### src/rtl/toggle_event_decoder.sv
// rtl/toggle_event_decoder.sv - toggle-link receiver: sync, edge-to-event, pending queue
module toggle_event_decoder #(
    parameter int SYNC_STAGES = 2,
    parameter int CNT_W       = 4,
    parameter int TOT_W       = 8
) (
    input  logic             clk,
    input  logic             reset,
    input  logic             tog_in,
    output logic             ev_valid,
    input  logic             ev_ready,
    output logic [CNT_W-1:0] pend_cnt,
    output logic [TOT_W-1:0] total_cnt,
    output logic             overflow
);

    localparam logic [CNT_W-1:0] PEND_MAX = {CNT_W{1'b1}};

    logic [SYNC_STAGES-1:0] sync_q;
    logic                   prev_q;
    logic [CNT_W-1:0]       pend_q;
    logic [CNT_W-1:0]       pend_d;
    logic [TOT_W-1:0]       total_q;
    logic [TOT_W-1:0]       total_d;
    logic                   ovf_q;
    logic                   ovf_d;
    logic                   tog_edge;
    logic                   take;

    // Either level change of the synchronised toggle is one event; prev resets to the
    // sender's reset level so a high toggle at reset release decodes as one event.
    assign tog_edge = sync_q[SYNC_STAGES-1] ^ prev_q;
    assign ev_valid = (pend_q != '0);
    assign take     = ev_valid && ev_ready;

    // Synchroniser chain and previous-sample register for the possibly async toggle.
    always_ff @(posedge clk) begin
        if (!reset) begin
            sync_q <= '0;
            prev_q <= 1'b0;
        end else begin
            sync_q <= {sync_q[SYNC_STAGES-2:0], tog_in};
            prev_q <= sync_q[SYNC_STAGES-1];
        end
    end

    // Pending/total/overflow next state: an edge and a take in the same cycle cancel,
    // and an edge arriving at saturation with no take is dropped and flagged.
    always_comb begin
        pend_d  = pend_q;
        total_d = total_q;
        ovf_d   = ovf_q;
        if (tog_edge) begin
            total_d = total_q + 1'b1;
        end
        if (tog_edge && !take) begin
            if (pend_q == PEND_MAX) begin
                ovf_d = 1'b1;
            end else begin
                pend_d = pend_q + 1'b1;
            end
        end else if (!tog_edge && take) begin
            pend_d = pend_q - 1'b1;
        end
    end

    // Counter state registers; reset discards any pending events.
    always_ff @(posedge clk) begin
        if (!reset) begin
            pend_q  <= '0;
            total_q <= '0;
            ovf_q   <= 1'b0;
        end else begin
            pend_q  <= pend_d;
            total_q <= total_d;
            ovf_q   <= ovf_d;
        end
    end

    assign pend_cnt  = pend_q;
    assign total_cnt = total_q;
    assign overflow  = ovf_q;

endmodule

### config.mk
export PLATFORM = sky130hd
export DESIGN_NAME = toggle_event_decoder
export DESIGN_NICKNAME = d
export VERILOG_FILES = /design/src/rtl/toggle_event_decoder.sv
export SDC_FILE = /design/constraint.sdc
export NUM_CORES = 1
export LEC_CHECK = 0
export BUFFER_PORTS_ARGS = -buffer_cell sky130_fd_sc_hd__buf_2
export CAP_MARGIN = 40
export CELL_PAD_IN_SITES_DETAIL_PLACEMENT = 1
export CELL_PAD_IN_SITES_GLOBAL_PLACEMENT = 2
export CORE_MARGIN = 1
export CORE_UTILIZATION = 28
export DETAILED_ROUTE_END_ITERATION = 6
export HOLD_SLACK_MARGIN = 0.03
export PLACE_DENSITY_LB_ADDON = 0.05
export SYNTH_ARGS = -nofsm -noshare
export SYNTH_HDL_FRONTEND = slang
export SYNTH_SLANG_ARGS = --single-unit
### constraint.sdc
create_clock -name clk -period 2 [get_ports clk]
set_input_delay 0.2 -clock clk [delete_from_list [all_inputs] [get_ports clk]]
set_output_delay 0.2 -clock clk [all_outputs]
set_load 0.01 [all_outputs]
==> flow_summary_export.csv, run 1 <==
group,metric,value,unit
run_status,status,"finished clean",
power,p_per_area,1140,nW/um^2
setup_path,cp_max_fo,4,
sta,fin_crit,1930,ps
yosys,seq_area_frac_synth,0.410,
floorplanning,die_h,54.8,um
cts,clk_latency,280,ps
setup_path,crit_required,2180,ps
cts,clockRootBuffer,"clkbuf_4",
setup_path,crit_path_max_incr_delay,390,ps
setup_path,worstPathCellList,"o41ai_4 -> nand2_2 -> buf_4 -> ha_4 -> buf_4 -> nand3_2 -> a21boi_1 -> mux2i_1 -> o311ai_1",
placed_design,hpwl,1.25,mm
sta,fin_worst_skew,1.85,ps
drt,drcViolationCount,0,
placed_design,port_buffers,17,
drt,dr.pass1.iters,3,
global_routing,grt_overflow,0,
drt,route.vias.total,659,
floorplanning,placementRows,18,
yosys,synthFlopType,"dfxtp_1",
setup_path,r2r_start,"pend_cnt[3]",
yosys,syn_inst,80,
drt,first_iter_violations,5,
cells_and_area,drive_gt1_frac,0.355,
sta,clock.fmax,518,MHz
yosys,synth-edff-count,0,
global_routing,grt_max_degree,20,
setup_path,worstSetupPathType,"register to register",
setup_path,start_kind,"register",
yosys,synth_top_area_cell,"dfxtp_1",
cts,cts_tree,"yes",
floorplanning,die_w,54.8,um
setup_path,critPathLaunch,"pend_cnt[3]",
setup_path,cp_top_family,"compound AO/OA/AOI/OAI gates",
floorplanning,fp.coreArea,2540,um^2
yosys,async_flop_share,0,
setup_path,cpMaxStageDelayCell,"o41ai_4",
hold_path,hold_class,"input port to register",
yosys,yosysUniqueCellTypes,25,
cts,cts_buffer_depth,2,
power,p_leak,0.472,nW
sta,maxSlewViolCount,0,
cts,cts_max_level,1,
sta,hold_viol,0,
cells_and_area,nNetsFinal,117,
sta,tightest_slew,335,ps
setup_path,critPathArrivalTime,2110,ps
cells_and_area,synthToLayoutAreaGrowth,30.8,%
floorplanning,io_pins,18,
global_routing,grt_pass1_vias,632,
setup_path,critical_path_buf_inv_count,2,
power,sequentialPowerShare,0.348,
sta,setup_tns,0,ps
global_routing,grt_use_total,0.133,
yosys,post_synth.cell_area_avg,9.76,um^2
drt,avgRoutedWirePerCell,13.0,um
power,switching_share,0.371,
drt,ant_nets,0,
floorplanning,start_util,0.307,
floorplanning,dieArea,3000,um^2
yosys,synthesis.nets,88,
yosys,synth_area_leaders,"dfxtp_1 (41%), and2_1 (8.0%), xnor2_1 (6.7%)",
power,vdd.ir_drop.worst,690,uV
setup_path,endpoint_kind,"register",
yosys,synth.top_cell.area_share,0.410,
power,combPwrFrac,0.513,
drt,drt_wl_total,1.78,mm
power,p_int,0.000729,W
cts,cts_made_buffers,3,
yosys,netlist_area,781,um^2
yosys,synth_warnings,0,
global_routing,grt_pass1_wl,2.75,mm
sta,finalCritPeriodShare,0.965,
cts,hold_buffers,0,
power,p_clk_frac,0.139,
yosys,ys_top_cells_by_count,"dfxtp_1 (16), and2_1 (10), nand2_1 (9)",
global_routing,antenna_found_initial,0,
job,drv_cap,0,
placed_design,routabilityCongestion,0.722,
yosys,synth-seq-cells,16,
drt,viasPerCell,4.81,
sta,slew_headroom,0.776,
yosys,yosysMostFrequentCell,"dfxtp_1",
cells_and_area,antenna_cells,0,
placed_design,dpl-instance-area,943,um^2
setup_path,cpMostUsedCell,"buf_4",
cts,clk_pin_slew,80,ps
cts,cts_sinks,16,
cells_and_area,final_area,1020,um^2
power,p_switching,0.000431,W
sta,setup_violations,0,
hold_path,hp-start,"tog_in",
[registers in the layout (all words and copies together), names as in the netlist]
signal	flops
overflow	1
pend_cnt	4
prev_q	1
sync_q	2
total_cnt	8
[layout by cell type (no fill, tap or decap)]
cell / netlist / routed
buf_2: 1 / 17
dfxtp_1: 16 / 15
and2_1: 10 / 10
buf_4: 0 / 10
nand2_1: 9 / 8
nand4_1: 6 / 6
xnor2_1: 6 / 6
mux2i_1: 4 / 4
xor2_1: 3 / 3
nor2_1: 3 / 3
clkbuf_4: 0 / 3
and3_1: 2 / 2
nor2b_1: 2 / 2
ha_1: 3 / 2
o41ai_4: 1 / 1
nand2_2: 0 / 1
or4_2: 1 / 1
nand3_2: 0 / 1
a21oi_4: 0 / 1
a21oi_1: 2 / 1
a21boi_1: 0 / 1
and3_2: 1 / 1
o311ai_1: 0 / 1
o21a_1: 1 / 1
nor3_1: 1 / 1
o21ai_0: 1 / 1
and3b_1: 1 / 1
fa_1: 1 / 1
ha_4: 0 / 1
dfxtp_2: 0 / 1
[final cells by class]
type	instances	area, um^2
well taps	30	37.5
multi-input cells	61	479
fillers	303	1520
flip-flops and latches	16	322
clock buffers	3	22.5
repair buffers	27	160
[final timing paths]
path,cells after the start,slack [ps],endpoint
max,9,70,pend_cnt[3]
min,2,130,sync_q[0]
min reg2reg,1,450,sync_q[1]
max reg2reg,9,70,pend_cnt[3]
[cell families after synthesis]
group	synth area share
xor+xnor	0.101
simple gates	0.263
mux	0.0513
flops	0.410
buf+inv	0.0160
compound gates	0.0849
fa+ha+maj	0.0737
[power groups by stage]
stage / Clock, W / Sequential (W) / Combinational [W]
2_1_floorplan: 0 / 0.000456 / 0.000247
3_3_place_gp: 0 / 0.000408 / 0.000490
3_5_place_dp: 0 / 0.000409 / 0.000499
4_1_cts: 0.000170 / 0.000402 / 0.000511
5_1_grt: 0.000185 / 0.000409 / 0.000661
6_report: 0.000162 / 0.000403 / 0.000595
[layer usage]
layer  part of all wire  global-route usage
met1               0.48               0.177
met2               0.47               0.197
met3              0.041              0.0583
met4             0.0056              0.0256
met5                  0                   0
[worst register-to-register path, delay by kind of cell (launching register included)]
family | cells | cell delay, ps
adder cells (fa/ha/maj) | 1 | 270
buffers and inverters | 2 | 260
multiplexers | 1 | 90
flip-flops | 1 | 340
AND/OR/NAND/NOR | 2 | 230
AO/OA/AOI/OAI | 3 | 640
[repair_timing]
action	4_1_cts	5_1_grt
buffers inserted	0	3
resized for setup	1	7
pin swaps	0	3
endpoints found under the setup margin	1	1
gates cloned	0	0
[stage by stage]
step / hold WS [ps] / setup slack, ps / std cells / utilization / power [W]
floorplan: 327 / 16.9 / 80 / - / 0.000702
global placement: 413 / 91.5 / 131 / 0.371 / 0.000899
detailed placement: 414 / -20.1 / 131 / 0.371 / 0.000908
CTS: 117 / 6.64 / 134 / 0.381 / 0.00108
global route: 115 / -47.0 / 137 / 0.401 / 0.00126
finish: 128 / 69.6 / 137 / 0.401 / 0.00116
Note: power is estimated with default switching activity, not from simulation.
==> run 2: changes to the inputs <==
Settings changed: CORE_MARGIN 1 to 8, MAX_ROUTING_LAYER set to met4, SKIP_LAST_GASP set to 1.
==> flow_summary_export.csv, run 2 (synthesis results as in run 1) <==
group,metric,value,unit
run_status,status,"finished clean",
setup_path,reg2reg_slack,120,ps
setup_path,r2r_start,"pend_cnt[3]",
setup_path,endpoint_kind,"register",
cells_and_area,antenna_cells,0,
cells_and_area,final_area,980,um^2
cts,cts_made_buffers,3,
cts,clk_latency,280,ps
sta,rsz0062_at_grt,"false",
setup_path,reg2reg_to,"pend_cnt[3]",
setup_path,cp.depth,7,
cts,hold_buffers,0,
setup_path,critPathLaunch,"pend_cnt[3]",
placed_design,hpwl,1.49,mm
sta,maxSlewViolCount,0,
sta,fin_crit,1880,ps
setup_path,cp_max_fo,4,
global_routing,grt_pass1_wl,3.24,mm
setup_path,critPathArrivalTime,2040,ps
floorplanning,die_h,68.8,um
cts,post_cts_buffers,0,
setup_path,critical_path_buf_inv_count,0,
drt,viasPerCell,4.87,
cts,cts_max_level,1,
setup_path,crit_path_max_incr_delay,400,ps
floorplanning,die_w,68.8,um
setup_path,endpoint,"pend_cnt[3]",
floorplanning,io_pins,18,
sta,tightest_slew,359,ps
cells_and_area,synthToLayoutAreaGrowth,25.5,%
cts,cts_tree,"yes",
job,drv_cap,0,
cells_and_area,layout_common_cells,"buf_2 (17), dfxtp_1 (15), and2_1 (10), nand2_1 (8)",
hold_path,whs_path_depth,2,
floorplanning,start_util,0.288,
floorplanning,dieArea,4730,um^2
cells_and_area,drive_gt1_frac,0.324,
global_routing,grt_overflow,0,
global_routing,antenna_found_initial,0,
floorplanning,placementRows,19,
setup_path,worstSetupPathType,"register to register",
placed_design,dpl-instance-area,937,um^2
drt,route.vias.total,648,
sta,whs,123,ps
sta,fin_worst_skew,4.29,ps
drt,drcViolationCount,0,
setup_path,cp_top_family,"compound AO/OA/AOI/OAI gates",
sta,finalCritPeriodShare,0.940,
setup_path,worstPathCellList,"o41ai_4 -> nand2_2 -> ha_4 -> a21oi_2 -> a21boi_1 -> mux2i_1 -> o311ai_1",
drt,avgRoutedWirePerCell,15.0,um
sta,hold_viol,0,
hold_path,hold_class,"input port to register",
power,p_per_area,1140,nW/um^2
cts,cts_buffer_depth,2,
global_routing,grt_pass1_vias,666,
placed_design,routabilityCongestion,0.828,
drt,ant_nets,0,
setup_path,start_kind,"register",
sta,setup_violations,0,
placed_design,port_buffers,17,
setup_path,crit_required,2150,ps
cells_and_area,nFillCells,327,
cts,clockRootBuffer,"clkbuf_4",
sta,slew_headroom,0.760,
sta,clock.fmax,532,MHz
drt,dr.pass1.iters,3,
global_routing,grt_max_degree,20,
cells_and_area,layout_commonest_cell,"buf_2",
drt,first_iter_violations,43,
floorplanning,fp.coreArea,2710,um^2
cts,cts_sinks,16,
cells_and_area,largest_reg_flops,8,
setup_path,cpMaxStageDelayCell,"o41ai_4",
power,vdd.ir_drop.worst,585,uV
setup_path,r2r.worst_path.cells,7,
power,p_leak,0.448,nW
drt,drt_wl_total,2.00,mm
global_routing,grt_use_total,0.0948,
cells_and_area,nNetsFinal,112,
cts,clk_pin_slew,90,ps
==> run 2: cell count changes in the layout (fill, tap and decap cells not counted) <==
cell	previous run	this run
dfxtp_2	1	0
dfxtp_4	0	1
a21oi_4	1	0
a21oi_2	0	1
buf_4	10	5
==> run 2: how the worst min path moves through the flow <==
| stage | startpoint | slack [ps] | to |
|---|---|---|---|
| floorplan | tog_in | 330 | sync_q[0] |
| global placement | tog_in | 410 | sync_q[0] |
| detailed placement | tog_in | 410 | sync_q[0] |
| CTS | tog_in | 110 | sync_q[0] |
| global route | tog_in | 90 | sync_q[0] |
| finish | tog_in | 120 | sync_q[0] |
==> run 2: power breakdown <==
group / switching (W) / total [W] / leakage [nW] / internal, W
clock network: 0.0000976 / 0.000167 / 0.0138 / 0.0000698
registers: 0.0000441 / 0.000411 / 0.131 / 0.000367
logic: 0.000286 / 0.000536 / 0.304 / 0.000250
total: 0.000427 / 0.00111 / 0.448 / 0.000687
==> run 2: what timing repair did <==
action / CTS / global route
pin swaps: 0 / 4
resized for setup: 1 / 7
endpoints found under the setup margin: 1 / 1
==> run 2: area by class of cell <==
type                    count  area [um^2]  share of cell area
flip-flops and latches     16          324               0.331
repair buffers             22          123               0.125
multi-input cells          61          472               0.481
well taps                  31         38.8              0.0396
clock buffers               3         22.5              0.0230
==> run 2: metal layers <==
layer | up-vias | GRT usage | share of wire | wire length [um]
met5 | - | - | 0 | 0
met3 | 2 | 0.0420 | 0.053 | 105
met2 | 10 | 0.134 | 0.45 | 904
met1 | 313 | 0.118 | 0.49 | 976
met4 | 0 | 0.0301 | 0.0055 | 11
li1 | 323 | - | - | -
==> run 2: per-stage QoR <==
stage          worst slack (ps)  setup TNS [ps]  utilization  total power (W)  instances
2_1_floorplan              16.9               0            -         0.000702         80
3_3_place_gp               91.4               0        0.346         0.000890        131
3_5_place_dp              -47.8           -47.8        0.346         0.000898        131
4_1_cts                    33.6               0        0.355          0.00108        134
5_1_grt                    5.02               0        0.361          0.00121        133
6_report                    119               0        0.361          0.00111        133
==> run 3: changes to the inputs <==
Settings changed: ABC_AREA set to 1, CORE_UTILIZATION 28 to 26, SLEW_MARGIN set to 10.
==> flow_summary_export.csv, run 3 <==
group,metric,value,unit
yosys,synth-edff-count,0,
yosys,synthFlopType,"dfxtp_1",
cts,clk_latency,290,ps
cells_and_area,nNetsFinal,139,
yosys,synth.top_cell.area_share,0.384,
cts,clk_pin_slew,100,ps
drt,avgRoutedWirePerCell,11.8,um
cells_and_area,largest_reg_flops,8,
setup_path,critPathArrivalTime,1940,ps
setup_path,critical_path_buf_inv_count,1,
placed_design,port_buffers,17,
cts,cts_sinks,16,
global_routing,antenna_found_initial,0,
yosys,yosysMostFrequentCell,"nand2_1",
yosys,seq_area_frac_synth,0.384,
cts,cts_made_buffers,3,
yosys,async_flop_share,0,
setup_path,crit_required,2190,ps
sta,finalCritPeriodShare,0.876,
yosys,synth_top_area_cell,"dfxtp_1",
cells_and_area,layout_commonest_cell,"nand2_1",
global_routing,grt_pass1_wl,3.43,mm
sta,hold_viol,0,
yosys,yosysUniqueCellTypes,24,
cts,hold_buffers,0,
sta,setup_violations,0,
drt,dr.pass1.iters,3,
setup_path,worstPathCellList,"nor2_1 -> nand2_1 -> nand2_4 -> nand2_4 -> ha_1 -> nand3_1 -> inv_1 -> nor2_1 -> nand3_1 -> nand2_1 -> nor2_2 -> nor2_1 -> nor2_1",
sta,tightest_slew,351,ps
yosys,syn_inst,106,
global_routing,grt_overflow,0,
cells_and_area,layout_common_cells,"nand2_1 (18), buf_2 (17), nor2_1 (15), dfxtp_1 (15), inv_1 (11)",
floorplanning,fp.coreArea,3050,um^2
job,drv_cap,0,
cells_and_area,drive_gt1_frac,0.315,
global_routing,grt_use_total,0.0854,
cts,cts_tree,"yes",
setup_path,worstSetupPathType,"register to register",
drt,viasPerCell,4.33,
setup_path,cp_max_fo,7,
yosys,post_synth.cell_area_avg,7.86,um^2
setup_path,cp_top_family,"simple AND/OR/NAND/NOR gates",
power,p_leak,0.503,nW
global_routing,grt_pass1_vias,735,
cells_and_area,antenna_cells,0,
setup_path,start_kind,"register",
floorplanning,dieArea,5270,um^2
hold_path,hold_class,"input port to register",
cts,cts_max_level,1,
yosys,synthesis.nets,114,
setup_path,endpoint_kind,"register",
sta,slew_headroom,0.764,
yosys,synth_warnings,0,
yosys,netlist_area,833,um^2
floorplanning,die_h,72.6,um
sta,clock.fmax,571,MHz
cts,clockRootBuffer,"clkbuf_4",
placed_design,routabilityCongestion,0.769,
drt,drcViolationCount,0,
sta,fin_worst_skew,7.12,ps
setup_path,cpMostUsedCell,"nor2_1",
yosys,synth-seq-cells,16,
setup_path,cpMaxStageDelayCell,"dfxtp_2",
global_routing,grt_max_degree,16,
floorplanning,placementRows,20,
setup_path,crit_path_max_incr_delay,370,ps
cells_and_area,synthToLayoutAreaGrowth,26.6,%
sta,maxSlewViolCount,0,
yosys,synth_area_leaders,"dfxtp_1 (38%), nand2_1 (8.1%), nor2_1 (6.8%)",
run_status,status,"finished clean",
sta,setup_tns,0,ps
sta,fin_crit,1750,ps
cells_and_area,utilization,0.345,
sta,rsz0062_at_grt,"false",
drt,route.vias.total,754,
floorplanning,die_w,72.6,um
power,p_per_area,1100,nW/um^2
floorplanning,io_pins,18,
drt,first_iter_violations,51,
drt,ant_nets,0,
power,vdd.ir_drop.worst,328,uV
placed_design,hpwl,1.62,mm
floorplanning,start_util,0.273,
cts,cts_buffer_depth,2,
drt,drt_wl_total,2.06,mm
yosys,ys_top_cells_by_count,"nand2_1 (18), dfxtp_1 (16), nor2_1 (15)",
## run 3: changes by cell type after synthesis, moves of 5 or more
cell     previous run  this run
nor2_1              3        15
inv_1               0        11
and2_1             10         0
nand2_1             9        18
a21oi_1             2         8
xnor2_1             6         0
o21ai_0             1         6
## run 3: kinds of logic (layout without fill, tap and decap cells)
family	after synthesis	in the layout	synth area share
adder cells (fa/ha/maj)	4	4	0.0691
XOR/XNOR	3	3	0.0405
buffers and inverters	14	38	0.0631
flip-flops	16	16	0.384
AND/OR/NAND/NOR	53	53	0.344
AO/OA/AOI/OAI	16	16	0.0991
## run 3: per-stage QoR
step | total power, W | setup slack, ps | instance area [um^2] | instances | hold WS [ps]
final | 0.00116 | 248 | 1050 | 174 | 92.5
after global routing | 0.00127 | 43.1 | 1050 | 174 | 97.7
after CTS | 0.00115 | 84.4 | 1040 | 174 | 80.4
after detailed placement | 0.000927 | 113 | 1000 | 170 | 391
after global placement | 0.000919 | 138 | 1000 | 170 | 383
after floorplan | 0.000741 | 191 | 833 | 106 | 298
## run 3: area by class of cell
type	count	area (um^2)
multi-input combinational	76	478
clock buffer	4	36.3
timing repair buffer	21	115
sequential	16	322
tap	44	55.1
fill	398	2000
inverter	13	48.8
## run 3: per-layer routing
metal / global-route usage / routed length [um]
met3: 0.0261 / 89
met2: 0.125 / 933
met1: 0.104 / 1010
met5: - / 0
met4: 0.0400 / 29
## run 3: final timing paths
check | slack [ps] | from | to | cells past startpoint
min | 90 | tog_in | sync_q[0] | 3
min reg2reg | 420 | sync_q[0] | sync_q[1] | 2
max reg2reg | 250 | pend_cnt[0] | pend_cnt[3] | 13
max | 250 | pend_cnt[0] | pend_cnt[3] | 13
## run 3: timing repair
item / CTS / global route
gates resized for setup: 0 / 3
endpoints found under the setup margin: 0 / 1
buffers inserted: 0 / 0
## run 3: worst min-delay path, delay by kind of cell
family / cells / cell delay [ps]
buffers and inverters: 2 / 110
and+or+nand+nor: 1 / 40
## run 3: power by group
| group | leakage (nW) | switching, W | internal (W) |
|---|---|---|---|
| clock network | 0.0210 | 0.000110 | 0.000111 |
| registers | 0.131 | 0.0000330 | 0.000361 |
| logic | 0.351 | 0.000315 | 0.000226 |
